## config.mk

```make
export PLATFORM = sky130hd
export DESIGN_NAME = norm_shift_ctrl_flat
export DESIGN_NICKNAME = d
export VERILOG_FILES = /design/src/rtl/norm_shift_if.sv /design/src/rtl/norm_shift_ctrl.sv /design/src/flat_wrapper.sv
export SDC_FILE = /design/constraint.sdc
export NUM_CORES = 1
export LEC_CHECK = 0
export CAP_MARGIN = 20
export CORE_UTILIZATION = 48
export DETAILED_ROUTE_END_ITERATION = 7
export PLACE_DENSITY = 0.85
export SYNTH_ARGS = -nofsm -noshare
export SYNTH_HDL_FRONTEND = slang
export SYNTH_SLANG_ARGS = --single-unit
export TNS_END_PERCENT = 100
```

## constraint.sdc

```tcl
create_clock -name clk -period 6.78 [get_ports clk]
set_input_delay 1.356 -clock clk [delete_from_list [all_inputs] [get_ports clk]]
set_output_delay 1.356 -clock clk [all_outputs]
set_load 0.05 [all_outputs]
```

## src/rtl/norm_shift_if.sv

```systemverilog
// Operand and result handshake bundle for norm_shift_ctrl.
// slave  : the normaliser (accepts operands, produces results)
// master : the producer/consumer driving and draining the normaliser
interface norm_shift_if;
  logic        in_valid;
  logic        in_ready;
  logic [15:0] in_data;
  logic        out_valid;
  logic        out_ready;
  logic [15:0] out_data;
  logic [4:0]  out_lzc;
  logic        out_zero;
  logic        out_sat;

  modport slave (
    input  in_valid, in_data, out_ready,
    output in_ready, out_valid, out_data, out_lzc, out_zero, out_sat
  );

  modport master (
    output in_valid, in_data, out_ready,
    input  in_ready, out_valid, out_data, out_lzc, out_zero, out_sat
  );
endinterface

```

## src/rtl/norm_shift_ctrl.sv

```systemverilog
// Sequential normalisation controller feeding a 16-bit barrel left shifter.
// Scans the captured operand one bit per cycle for the leading one (bounded
// by LZC_LIMIT), drives the shifter from registers, then captures the
// shifted result and presents it on the output handshake.
// Optional build macro NORM_SHIFT_CNT_EN adds an 8-bit wrapping count of
// completed output handshakes on port norm_count.
module norm_shift_ctrl #(
  parameter int LZC_LIMIT = 15
) (
  input  logic        clk,
  input  logic        rst_n,
  norm_shift_if.slave bus,
  output logic [15:0] sh_in,
  output logic [3:0]  sh_ctrl,
  input  logic [15:0] sh_out
`ifdef NORM_SHIFT_CNT_EN
  ,
  output logic [7:0]  norm_count
`endif
);

  localparam logic [4:0] LIMIT = 5'(LZC_LIMIT);

  typedef enum logic [1:0] {
    IDLE  = 2'd0,
    SCAN  = 2'd1,
    SHIFT = 2'd2,
    HOLD  = 2'd3
  } state_t;

  state_t      r_state;
  state_t      w_next;
  logic [15:0] r_data;
  logic [4:0]  r_cnt;
  logic [15:0] r_out_data;
  logic [4:0]  r_out_lzc;
  logic        r_out_zero;
  logic        r_out_sat;
  logic [3:0]  w_idx;
  logic        w_bit;
  logic        w_in_ready;
  logic        w_out_valid;

  // Bit under test walks down from the MSB as the count rises.
  assign w_idx = 4'd15 - r_cnt[3:0];

  // State register; reset abandons any operand in flight.
  always_ff @(posedge clk or negedge rst_n) begin
    if (!rst_n) r_state <= IDLE;
    else        r_state <= w_next;
  end

  // Next-state decode and handshake flags.
  always_comb begin
    w_next      = r_state;
    w_in_ready  = 1'b0;
    w_out_valid = 1'b0;
    w_bit       = r_data[w_idx];
    case (r_state)
      IDLE: begin
        w_in_ready = 1'b1;
        if (bus.in_valid) begin
          if (bus.in_data == 16'h0000) w_next = HOLD;
          else                         w_next = SCAN;
        end
      end
      SCAN: begin
        if (w_bit || (r_cnt == LIMIT)) w_next = SHIFT;
      end
      SHIFT: w_next = HOLD;
      HOLD: begin
        w_out_valid = 1'b1;
        if (bus.out_ready) w_next = IDLE;
      end
      default: w_next = IDLE;
    endcase
  end

  // Operand capture, leading-zero count and result registers.
  always_ff @(posedge clk or negedge rst_n) begin
    if (!rst_n) begin
      r_data     <= '0;
      r_cnt      <= '0;
      r_out_data <= '0;
      r_out_lzc  <= '0;
      r_out_zero <= 1'b0;
      r_out_sat  <= 1'b0;
    end else begin
      case (r_state)
        IDLE: begin
          if (bus.in_valid) begin
            r_data <= bus.in_data;
            r_cnt  <= '0;
            // A zero operand has no leading one; its result is fixed and
            // the shifter is bypassed entirely.
            if (bus.in_data == 16'h0000) begin
              r_out_data <= '0;
              r_out_lzc  <= 5'd16;
              r_out_zero <= 1'b1;
              r_out_sat  <= 1'b0;
            end
          end
        end
        SCAN: begin
          if (w_bit)                r_out_sat <= 1'b0;
          else if (r_cnt == LIMIT)  r_out_sat <= 1'b1;
          else                      r_cnt     <= r_cnt + 5'd1;
        end
        SHIFT: begin
          r_out_data <= sh_out;
          r_out_lzc  <= r_cnt;
          r_out_zero <= 1'b0;
        end
        default: ;
      endcase
    end
  end

`ifdef NORM_SHIFT_CNT_EN
  logic [7:0] r_norm_count;

  // Completed output handshakes, wrapping naturally at 8 bits.
  always_ff @(posedge clk or negedge rst_n) begin
    if (!rst_n)                          r_norm_count <= '0;
    else if (w_out_valid && bus.out_ready) r_norm_count <= r_norm_count + 8'd1;
  end

  assign norm_count = r_norm_count;
`else
  // Handshake counter not built in this configuration.
`endif

  assign sh_in         = r_data;
  assign sh_ctrl       = r_cnt[3:0];
  assign bus.in_ready  = w_in_ready;
  assign bus.out_valid = w_out_valid;
  assign bus.out_data  = r_out_data;
  assign bus.out_lzc   = r_out_lzc;
  assign bus.out_zero  = r_out_zero;
  assign bus.out_sat   = r_out_sat;

endmodule
```

## src/flat_wrapper.sv

```systemverilog
// flat-port wrapper written by rule: the top's interface ports become plain ports
module norm_shift_ctrl_flat 
#(
  parameter int LZC_LIMIT = 15
)
  (clk, rst_n, sh_in, sh_ctrl, sh_out, bus_in_valid, bus_in_data, bus_out_ready, bus_in_ready, bus_out_valid, bus_out_data, bus_out_lzc, bus_out_zero, bus_out_sat);
  norm_shift_if bus_i ();
  input  logic clk;
  input  logic rst_n;
  output logic [15:0] sh_in;
  output logic [3:0] sh_ctrl;
  input  logic [15:0] sh_out;
  input wire logic [$bits(bus_i.in_valid)-1:0] bus_in_valid;
  input wire logic [$bits(bus_i.in_data)-1:0] bus_in_data;
  input wire logic [$bits(bus_i.out_ready)-1:0] bus_out_ready;
  output wire logic [$bits(bus_i.in_ready)-1:0] bus_in_ready;
  output wire logic [$bits(bus_i.out_valid)-1:0] bus_out_valid;
  output wire logic [$bits(bus_i.out_data)-1:0] bus_out_data;
  output wire logic [$bits(bus_i.out_lzc)-1:0] bus_out_lzc;
  output wire logic [$bits(bus_i.out_zero)-1:0] bus_out_zero;
  output wire logic [$bits(bus_i.out_sat)-1:0] bus_out_sat;
  assign bus_i.in_valid = bus_in_valid;
  assign bus_i.in_data = bus_in_data;
  assign bus_i.out_ready = bus_out_ready;
  assign bus_in_ready = bus_i.in_ready;
  assign bus_out_valid = bus_i.out_valid;
  assign bus_out_data = bus_i.out_data;
  assign bus_out_lzc = bus_i.out_lzc;
  assign bus_out_zero = bus_i.out_zero;
  assign bus_out_sat = bus_i.out_sat;
  norm_shift_ctrl #(.LZC_LIMIT(LZC_LIMIT)) u_core (.clk(clk), .rst_n(rst_n), .bus(bus_i), .sh_in(sh_in), .sh_ctrl(sh_ctrl), .sh_out(sh_out));
endmodule
```

* After elaboration in Yosys (flattened, before gate mapping) *
Index checks and enable logic that the tools add are counted.

storage, ports and cells
  bits of input ports = 36
  output and inout port bits = 45
  logic and storage cells = 58
  register bits after elaboration = 46

cells by class
  equal/unequal tests = 11
  reductions and logical operators = 10
  add/sub/neg operators = 2
  magnitude comparators = 1
  multiplexer cells = 27

operators with widths
  cell                   number
  $mux W16               2
  $pmux W16 S2           1
  $mux W5                5
  $pmux W5 S2            2
  $logic_not A16 Y1      1
  $mux W1                9
  $mux W2                4
  $ne A2 B2 Y1 const B   4
  $pmux W2 S4            1
  $reduce_and A4 Y1      2
  $reduce_and A3 Y1      2
  $add A5 B1 Y5 const B  1
  $eq A5 B4 Y1 const B   1
  $lt A4 B5 Y1 const B   1
  $bmux W1 S4            1
  $eq A2 B2 Y1 const B   2
  $ne A2 B1 Y1 const B   2
  $pmux W1 S2            2
  $reduce_bool A2 Y1     2
  $sub A4 B4 Y4 const A  1
  $ne A3 B1 Y1 const B   1
  $eq A2 B1 Y1 const B   1
  $logic_not A2 Y1       1
  $reduce_and A2 Y1      1
  $logic_or A1 B1 Y1     1

* Logic depth before layout (Yosys ltp) *
Gate-level depths: netlist of run 1.

  word-level depth = 6
  mapped depth = 8
  gate-level depth less buffers = 7

* Worst setup path after synthesis of run 1 *
Ideal clock, no wire load.

  path kind = input -> register
  start = in bus_in_data[2]
  end = reg u_core.r_out_lzc[4], in the netlist u_core.bus.out_lzc[4]
  library setup time = 141 ps
  arrival time = 2450 ps
  setup slack = 4189 ps
  required time = 6639 ps
  stages on the path = 5
  cell sequence = nor4_1 a41oi_1 a21oi_1 clkbuf_1 a31oi_1

between the ends
  longest elaborated chain between the ends = 3

RTL lines
  what                         RTL line                RTL
  start, declared              flat_wrapper.sv:14      input wire logic [$bits(bus_i.in_data)-1:0] bus_in_data;
  $logic_not A16 Y1            norm_shift_ctrl.sv:96   if (bus.in_data == 16'h0000) begin
  $ne A2 B1 Y1 (no line)       n/a
  $reduce_and A3 Y1 (no line)  n/a
  end signal, assigned         norm_shift_ctrl.sv:111  r_out_lzc <= r_cnt;
  end, declared                norm_shift_ctrl.sv:36   logic [4:0] r_out_lzc;

Every way passes these cells.
A chain may end at the register's enable or synchronous reset.

* Worst setup path after layout of run 1 *
  start = in bus_in_valid
  end = reg u_core.r_out_data[3], in the netlist u_core.bus.out_data[3]

between the ends
  longest elaborated chain between the ends = 2

RTL lines
  what                         RTL line                RTL
  start, declared              flat_wrapper.sv:13      input wire logic [$bits(bus_i.in_valid)-1:0] bus_in_valid;
  $ne A2 B2 Y1 (no line)       n/a
  $reduce_and A3 Y1 (no line)  n/a
  end signal, assigned         norm_shift_ctrl.sv:110  r_out_data <= sh_out;
  end, declared                norm_shift_ctrl.sv:35   logic [15:0] r_out_data;

Every way passes these cells.

==> results of run 1 <==
## power by group
group / internal, W / switching (W) / total [W]
logic: 0.000413 / 0.000727 / 0.00114
clock network: 0.0000745 / 0.000101 / 0.000176
registers: 0.000399 / 0.000106 / 0.000505
total: 0.000887 / 0.000934 / 0.00182
## sequential cells by signal (all words and copies together), names as in the netlist
signal               count
u_core.bus.out_data     16
u_core.bus.out_lzc       5
u_core.bus.out_sat       1
u_core.bus.out_zero      1
u_core.r_cnt             5
u_core.r_state           2
u_core.sh_in            16
## synthesized netlist by cell type
| master | count | share of area, % |
|---|---|---|
| nand2_1 | 48 | 7.8 |
| dfrtp_1 | 46 | 50 |
| nand3_1 | 21 | 4.6 |
| mux2_2 | 18 | 8.8 |
| clkbuf_1 | 10 | 1.6 |
| a21oi_1 | 8 | 1.7 |
| nor2_1 | 8 | 1.3 |
| inv_1 | 7 | 1.1 |
| ha_1 | 6 | 3.3 |
| mux2i_1 | 6 | 2.6 |
| buf_4 | 4 | 1.3 |
| nor4_1 | 4 | 1.1 |
| a22o_1 | 3 | 1.1 |
| o21ai_0 | 3 | 0.65 |
| a221o_1 | 2 | 0.87 |
| and2_2 | 2 | 0.65 |
| buf_6 | 2 | 0.98 |
| mux2_4 | 2 | 1.3 |
| mux4_1 | 2 | 2.3 |
| nand2b_1 | 2 | 0.54 |
| nand3b_1 | 2 | 0.65 |
| o41ai_1 | 2 | 0.76 |
| a2111oi_0 | 1 | 0.38 |
| a211o_1 | 1 | 0.38 |
| a21o_1 | 1 | 0.33 |
| a21o_2 | 1 | 0.38 |
| a22oi_1 | 1 | 0.33 |
| a31oi_1 | 1 | 0.27 |
| a41oi_1 | 1 | 0.38 |
| and2_4 | 1 | 0.38 |
| and3_1 | 1 | 0.27 |
| and3_2 | 1 | 0.33 |
| clkbuf_8 | 1 | 0.60 |
| nor2b_1 | 1 | 0.27 |
| o311ai_0 | 1 | 0.38 |
## through the flow
| step | hold WS, ns | area (um^2) |
|---|---|---|
| after global placement | 0.450 | 3060 |
| after floorplan | 0.503 | 2300 |
| final | 0.476 | 3170 |
| after CTS | 0.480 | 3150 |
| after global routing | 0.503 | 3170 |
| after detailed placement | 0.459 | 3060 |
## worst register-to-register path, cell delays in order (launching register included)
cell,delay [ns]
dfrtp_1,0.63
mux4_1,0.62
mux2_2,0.29
and2_4,0.17
a211o_1,0.42
mux2_4,0.35
a22o_1,0.18
## final cells by class
class	count	area share (%)
Clock buffer	5	2.17
Multi-Input combinational cell	151	32.1
Timing Repair Buffer	81	25.7
Tap cell	52	2.05
Inverter	7	0.828
Sequential cell	46	36.3
Clock inverter	3	0.789
## kinds of logic after synthesis
| family | after synthesis |
|---|---|
| buffers and inverters | 24 |
| multiplexers | 28 |
| adder cells (fa/ha/maj) | 6 |
| AO/OA/AOI/OAI | 26 |
| flip-flops | 46 |
| AND/OR/NAND/NOR | 91 |
## routing by layer
| metal | track usage [%] | share of wire (%) | wire length [um] | vias up |
|---|---|---|---|---|
| li1 | - | - | - | 905 |
| met1 | 31.2 | 44 | 2370 | 912 |
| met2 | 38.8 | 50 | 2680 | 64 |
| met3 | 3.85 | 5.1 | 276 | 6 |
| met4 | 8.89 | 1.3 | 70 | 0 |
| met5 | 0 | 0 | 0 | - |
## path summary, 6_finish.rpt
kind,start,to
max in group asynchronous,rst_n,u_core.bus.out_data[12]
max reg2reg,u_core.r_cnt[0],u_core.r_cnt[0]
min,u_core.bus.out_data[13],u_core.bus.out_data[13]
min in group asynchronous,rst_n,u_core.r_cnt[0]
min reg2reg,u_core.bus.out_data[13],u_core.bus.out_data[13]
max,bus_in_valid,u_core.bus.out_data[3]
==> flow_summary.yaml, run 1 <==
die:
  die_height_um: 71.2
  dieArea_um2: 5070
  rows: 24
  initial_core_util_pct: 51.3
  core_um2: 4470
  die_w_um: 71.2
  ios: 81
detailed_routing:
  dr.pass1.iters: 8
  ant_nets: 0
  viasPerCell: 5.47
  wl_per_cell_um: 15.6
  drt_iter0_markers: 185
  vias: 1887
  drc: 5
  totalWireLength_um: 5390
sta:
  setup_viol: 0
  rsz0062_at_grt: "false"
  skew_ns: 0.00617
  fin_ws_ns: 3.44
  max_clock_freq_mhz: 299
  drv_slew: 0
  worst_pin_slew_ns: 0.948
  tns_ns: 0
  timing.final.crit_share_pct: 49.3
  slew-limit-headroom_pct: 36.8
  period_minus_slack_ns: 3.34
  hold_viol_final: 0
status:
  outcome: "finished, violations left"
  violations: "design-rule violations"
final_layout:
  multi_input_area_um2: 1020
  drive_gt1_share_pct: 12.3
  final_common_cell: "clkdlybuf4s50_1"
  regArea_um2: 1150
  final_util_pct: 70.9
  most-common-layout-cells: "clkdlybuf4s50_1 (79), nand2_1 (48), dfrtp_1 (46), nand3_1 (21), mux2_2 (18)"
  syn2layout_area_growth_pct: 38.1
  layout.cells.non_filler: 345
  diodes: 0
  nets: 334
  nFillCells: 348
setup_path:
  cp_max_fo: 22
  r2r_cells: 6
  critPathKind: "input pin to flop"
  cp_cell_sequence: "clkdlybuf4s50_1 -> nand2_1 -> a21oi_2 -> nand3_1 -> nand2_1"
  cp.depth: 5
  critPathTopFamily: "compound AO/OA/AOI/OAI gates"
  critPathLaunchType: "input pin"
  required_ns: 7.02
  end_kind: "flop"
  cpPeakStageDelay_ns: 0.95
  rrSetupSlack_ns: 4.01
  slowest_stage: "a21oi_2"
  path_buf_inv: 1
  cp.arrival_ns: 3.59
  cp_common_cell: "nand2_1"
grt:
  grt_usage_pct: 23.5
  grt_first_pass_wirelength_um: 9260
  antenna_found_initial: 0
  grt_max_degree: 47
  grt_pass1_vias: 1944
  grt.overflow.total: 0
synthesis:
  yosys.area_share.simple_pct: 17.9
  syn_area_um2: 2300
  synth_mux_area_share_pct: 15.0
  syn-num-nets: 263
  syn_inst: 221
  synth-seq-cells: 46
  syn_area_per_cell_um2: 10.4
  yosys_warnings: 0
  yosysSeqAreaShare_pct: 50.1
  synthXorXnorAreaFrac_pct: 0
  synth_top_family_by_area: "simple AND/OR/NAND/NOR gates"
  synth_fa_ha_area_share_pct: 3.27
  synth_compound_area_share_pct: 8.01
  ys_types: 35
worst_hold_path:
  hp-class: "flop to flop"
  holdPathStages: 2
clocking:
  cts_max_path_buffers: 2
  cts_tree: "done"
  cts_buffers: 5
  post_cts_buffers: 0
  path_clk_slew_ns: 0.09
  cts_hold_buf: 0
  clkLatencyLatePin_ns: 0.30
  cts_max_level: 2
  clockRootBuffer: "clkbuf_8"
  cts_resized: 0
  cts_sinks: 46
place:
  dp_hpwl_um: 3920
  placed_cells: 336
  io_buffers: 80
  globalplace.congestion: 0.860
  dp_slack_ns: 3.14
power_and_ir_drop:
  ir_drop_mv: 0.374
  p_leak_nw: 1.44
  p_per_area_nw_per_um2: 574
  p_total_w: 0.00182
job:
  maxCapViolCount: 0
No activity file was read; power rests on OpenSTA's default activity.
==> run 2, diff against run 1 <==
CORE_UTILIZATION = 41   (was 48)
PLACE_DENSITY = 0.77   (was 0.85)
clock period = 2.8 ns   (was 6.78 ns; I/O delays follow)
==> run 2 against run 1 <==
Cell count grew 6.7%. Clock skew fell by 0.0024 ns. Non-clock buffer count increased by 5. Sequential share of layout area is 0.74 points lower. Count of clock-buffer cells in the layout unchanged. Flip-flop and latch count unchanged. The run now ends clean. Design area up 2.1%. Combinational power grew 150%. Critical path depth up 1. Worst setup slack got worse by 3.2 ns. Core utilization down 9.1 points.
==> flow_summary.yaml, run 2 (synthesized netlist as in run 1, its figures left out) <==
clocking:
  cts_hold_buf: 0
  cts_buffers: 5
  path_clk_slew_ns: 0.09
  post_cts_buffers: 0
  cts_resized: 0
  clkLatencyLatePin_ns: 0.30
  clockRootBuffer: "clkbuf_8"
  cts_max_level: 2
  cts_tree: "done"
  cts_max_path_buffers: 2
  cts_sinks: 46
sta:
  max_clock_freq_mhz: 395
  tns_ns: 0
  slew-limit-headroom_pct: 55.6
  setup_viol: 0
  timing.final.crit_share_pct: 90.4
  rsz0062_at_grt: "false"
  skew_ns: 0.00378
  drv_slew: 0
  period_minus_slack_ns: 2.53
  hold_viol_final: 0
  worst_pin_slew_ns: 0.666
final_layout:
  most-common-layout-cells: "clkdlybuf4s50_1 (79), nand2_1 (48), dfrtp_1 (46), nand3_1 (21), mux2_2 (18)"
  drive_gt1_share_pct: 13.8
  layout.cells.non_filler: 368
  final_common_cell: "clkdlybuf4s50_1"
  final_util_pct: 61.8
  diodes: 0
  nets: 339
  syn2layout_area_growth_pct: 41.0
  final_cell_area_um2: 3240
detailed_routing:
  drt_iter0_markers: 104
  ant_nets: 0
  wl_per_cell_um: 15.1
  viasPerCell: 5.18
  dr.pass1.iters: 4
  vias: 1906
  drc: 0
  totalWireLength_um: 5550
grt:
  grt_first_pass_wirelength_um: 9380
  grt.overflow.total: 0
  antenna_found_initial: 0
  grt_pass1_vias: 1978
  grt_usage_pct: 20.0
  grt_max_degree: 33
die:
  core_um2: 5240
  initial_core_util_pct: 43.9
  die_w_um: 76.9
  dieArea_um2: 5910
  rows: 26
  die_height_um: 76.9
  ios: 81
power_and_ir_drop:
  p_int_w: 0.00226
  seq_power_share_pct: 26.5
  p_leak_nw: 1.48
  ir_drop_mv: 0.680
  switchingPower_w: 0.00227
  power.share.switching_pct: 50.0
  p_per_area_nw_per_um2: 1400
  combPwrFrac_pct: 62.3
  pwr-share-clk_pct: 11.2
setup_path:
  rrSetupSlack_ns: 0.27
  end_kind: "flop"
  cp_max_fo: 9
  r2r_end: "u_core.r_cnt[1]"
  rr_startpoint: "u_core.r_cnt[0]"
  cp.arrival_ns: 2.73
  critPathKind: "flop to flop"
  r2r_cells: 6
  critPathLaunchType: "flop"
  required_ns: 2.99
place:
  globalplace.congestion: 0.811
  dp_hpwl_um: 4100
  placed_cells: 360
  io_buffers: 80
  dpl-instance-area_um2: 3130
status:
  outcome: "finished, final reports clean"
job:
  maxCapViolCount: 0
worst_hold_path:
  hp-class: "input pin to asynchronous set/reset pin"
run 2: changes by cell type in the layout (fill, tap and decap cells not counted):
cell	delta
clkinv_2	+1
clkinv_4	-1
buf_12	-1
bufinv_16	+1
buf_4	+6
clkinvlp_4	-1
run 2: final cells by class:
cell class / count / area (um^2)
clock buffers: 5 / 68.8
fillers: 445 / 2000
flip-flops and latches: 46 / 1150
clock inverters: 3 / 43.8
well taps: 70 / 87.6
repair buffers: 86 / 841
multi-input cells: 151 / 1020
inverters: 7 / 26.3
run 2: critical path, stage by stage, from the launching register on:
cell and delay (ns):
dfrtp_1 0.43, mux4_1 0.58, mux2_2 0.30, and2_4 0.17, a211o_1 0.42, mux2_4 0.35, a22o_1 0.18
run 2: metrics by stage:
step | hold WS [ns] | worst slack (ns) | power, W
CTS | 0.162 | 0.248 | 0.00456
detailed placement | 0.457 | 0.249 | 0.00404
global route | 0.166 | 0.138 | 0.00479
global placement | 0.451 | 0.260 | 0.00399
floorplan | 0.264 | 0.294 | 0.00318
finish | 0.151 | 0.268 | 0.00453
run 2: worst max path at each step:
stage | cells past startpoint | endpoint | slack [ns] | start
2_1_floorplan | 7 | u_core.r_cnt[0] | 0.29 | u_core.sh_in[2]
3_3_place_gp | 6 | u_core.bus.out_zero | 0.26 | bus_in_data[10]
3_5_place_dp | 6 | u_core.bus.out_zero | 0.25 | bus_in_data[10]
4_1_cts | 6 | u_core.r_cnt[2] | 0.25 | u_core.r_cnt[0]
5_1_grt | 7 | u_core.r_cnt[2] | 0.14 | u_core.r_cnt[1]
6_report | 6 | u_core.r_cnt[1] | 0.27 | u_core.r_cnt[0]
run 2: power by group through the flow:
stage,combinational [W],sequential (W),clock [W]
detailed placement,0.00283,0.00122,0
CTS,0.00284,0.00120,0.000514
global placement,0.00279,0.00120,0
global route,0.00300,0.00125,0.000542
finish,0.00282,0.00120,0.000506
floorplan,0.00112,0.00206,0
run 2: routing by layer:
layer | GRT usage, % | wire length, um | up-vias
met1 | 25.8 | 2430 | 913
li1 | - | - | 915
met4 | 5.58 | 56 | 0
met5 | 0 | 0 | -
met2 | 33.5 | 2720 | 71
met3 | 4.64 | 337 | 7
==> run 3, diff against run 2 <==
ABC_AREA = 1   (was not set)
CORE_UTILIZATION = 45   (was 41)
PLACE_DENSITY = 0.8   (was 0.77)
clock period = 2.82 ns   (was 2.8 ns; I/O delays follow)
==> run 3 against run 2 <==
Sequential share of layout area shrank 0.51 points. Largest power group unchanged. Largest cell class unchanged. Clock skew grew 0.0064 ns. Area after synthesis grew 0.44%.
==> flow_summary.yaml, run 3 <==
final_layout:
  multi_input_area_um2: 943
  drive_gt1_share_pct: 7.84
  final_cell_area_um2: 3290
  syn2layout_area_growth_pct: 42.4
  final_common_cell: "nand2_1"
  regArea_um2: 1150
  nets: 411
  most-common-layout-cells: "nand2_1 (113), clkdlybuf4s50_1 (79), dfrtp_1 (46), inv_1 (34), o21ai_0 (22)"
  diodes: 0
  nFillCells: 397
setup_path:
  cp.arrival_ns: 2.07
  critPathKind: "flop to output port"
  path_buf_inv: 2
  cp_cell_sequence: "inv_1 -> ha_1 -> clkdlybuf4s50_1"
  slowest_stage: "clkdlybuf4s50_1"
  critPathTopFamily: "buffers and inverters"
  cpPeakStageDelay_ns: 0.87
  critPathLaunchType: "flop"
  required_ns: 2.26
  end_kind: "output port"
  cp_max_fo: 8
grt:
  grt.overflow.total: 0
  grt_pass1_vias: 1927
  grt_util_met2_pct: 35.6
  grt_usage_pct: 20.6
  grt_first_pass_wirelength_um: 8430
  grt_max_degree: 47
  antenna_found_initial: 0
  grt_busiest_layer: "met2"
  use_met1_pct: 24.2
  use_met3_pct: 6.04
sta:
  drv_slew: 0
  max_clock_freq_mhz: 380
  worst_pin_slew_ns: 0.526
  slew-limit-headroom_pct: 64.8
  timing.final.crit_share_pct: 93.4
  skew_ns: 0.0102
  hold_viol_final: 0
  period_minus_slack_ns: 2.63
  tns_ns: 0
  setup_viol: 0
  rsz0062_at_grt: "false"
place:
  dpl-instance-area_um2: 3130
  dp_hpwl_um: 3810
  globalplace.congestion: 0.809
  io_buffers: 80
power_and_ir_drop:
  p_int_w: 0.00187
  combPwrFrac_pct: 56.0
  power.share.switching_pct: 48.7
  pwr-share-clk_pct: 16.1
  ir_drop_mv: 0.639
  p_leak_nw: 1.63
  switchingPower_w: 0.00177
  p_per_area_nw_per_um2: 1110
  seq_power_share_pct: 27.9
synthesis:
  netlist_top_cells_count: "nand2_1 (113), dfrtp_1 (46), inv_1 (34)"
  ys_types: 24
  syn_area_per_cell_um2: 7.96
  synth-seq-cells: 46
  synth_area_leaders: "dfrtp_1 (50%), nand2_1 (18%), inv_1 (5.5%)"
  ys.flop_type: "dfrtp_1"
  yosys_warnings: 0
  synth_compound_area_share_pct: 7.16
  synth_top_family_by_area: "simple AND/OR/NAND/NOR gates"
  netlist.area_leader.share_pct: 49.9
  synth_fa_ha_area_share_pct: 3.25
  syn-num-nets: 332
  synth_mux_area_share_pct: 0
  yosysSeqAreaShare_pct: 49.9
  async_flop_share_pct: 100
  synth_edf_count: 0
  syn_inst: 290
  yosys.area.top_type: "dfrtp_1"
  yosys.area_share.simple_pct: 30.5
  synthXorXnorAreaFrac_pct: 0
  syn_area_um2: 2310
  synthMostInstantiatedCell: "nand2_1"
detailed_routing:
  wl_per_cell_um: 11.6
  ant_nets: 0
  dr.pass1.iters: 4
  drt_iter0_markers: 53
  totalWireLength_um: 5080
  vias: 2060
  viasPerCell: 4.71
  drc: 0
clocking:
  cts_tree: "done"
  post_cts_buffers: 0
  cts_sinks: 46
  cts_max_level: 2
  cts_hold_buf: 0
  cts_resized: 0
  clkLatencyLatePin_ns: 0.31
  path_clk_slew_ns: 0.09
  cts_max_path_buffers: 2
  cts_buffers: 5
  clockRootBuffer: "clkbuf_8"
die:
  dieArea_um2: 5420
  die_height_um: 73.6
  initial_core_util_pct: 47.9
  core_um2: 4820
  ios: 81
  die_w_um: 73.6
  rows: 25
worst_hold_path:
  hp-class: "input pin to asynchronous set/reset pin"
status:
  outcome: "finished, final reports clean"
job:
  maxCapViolCount: 0
-- run 3: per-layer routing --
layer	share of wire [%]	up-vias
met5	0	-
met4	1.7	0
met3	8.2	10
met2	47	80
met1	43	920
li1	-	1050
-- run 3: per-stage QoR --
stage	worst slack, ns	cells	total power [W]	util (%)	hold slack, ns
final	0.187	437	0.00364	68.2	0.156
after global routing	0.0924	437	0.00387	68.2	0.178
after CTS	0.168	436	0.00366	67.8	0.448
after detailed placement	0.499	428	0.00307	64.9	0.464
after global placement	0.552	428	0.00303	64.9	0.461
after floorplan	0.851	290	0.00247	-	0.268
-- run 3: worst reg2reg max path, cell delays in order (launching register included) --
cell and delay [ns]:
dfrtp_1 0.42, inv_1 0.10, ha_1 0.38, nor2_2 0.09, nor2_2 0.16, nand2_4 0.18
nor2_8 0.28, nand2_1 0.11, nand2_1 0.08
-- run 3: power groups by stage --
stage | Clock, W | Combinational, W | Sequential (W)
global route | 0.000618 | 0.00220 | 0.00105
floorplan | 0 | 0.000871 | 0.00160
global placement | 0 | 0.00201 | 0.00102
CTS | 0.000595 | 0.00205 | 0.00102
detailed placement | 0 | 0.00204 | 0.00103
finish | 0.000587 | 0.00204 | 0.00102
-- run 3: final timing paths --
path | startpoint | endpoint | slack [ns] | cells after the start
hold reg to reg | u_core.bus.out_data[6] | u_core.bus.out_data[6] | 0.48 | 2
setup reg to reg | u_core.r_state[0] | u_core.bus.out_data[1] | 0.96 | 8
max in group asynchronous | rst_n | u_core.sh_in[1] | 2.18 | 2
setup / recovery | u_core.r_state[0] | bus_in_ready | 0.19 | 3
hold / removal | rst_n | u_core.bus.out_data[9] | 0.16 | 1
min in group clk | u_core.bus.out_data[6] | u_core.bus.out_data[6] | 0.48 | 2
-- run 3: cell families after synthesis --
kind of cell	after synthesis
flops	46
compound gates	30
fa+ha+maj	6
simple gates	160
buf+inv	48
-- run 3: cell type report --
| class | count | area share (%) |
|---|---|---|
| clock inverters | 3 | 2.09 |
| flip-flops and latches | 46 | 35.0 |
| clock buffers | 5 | 2.09 |
| multi-input cells | 196 | 28.7 |
| repair buffers | 83 | 25.3 |
| inverters | 37 | 4.23 |
| well taps | 67 | 2.55 |
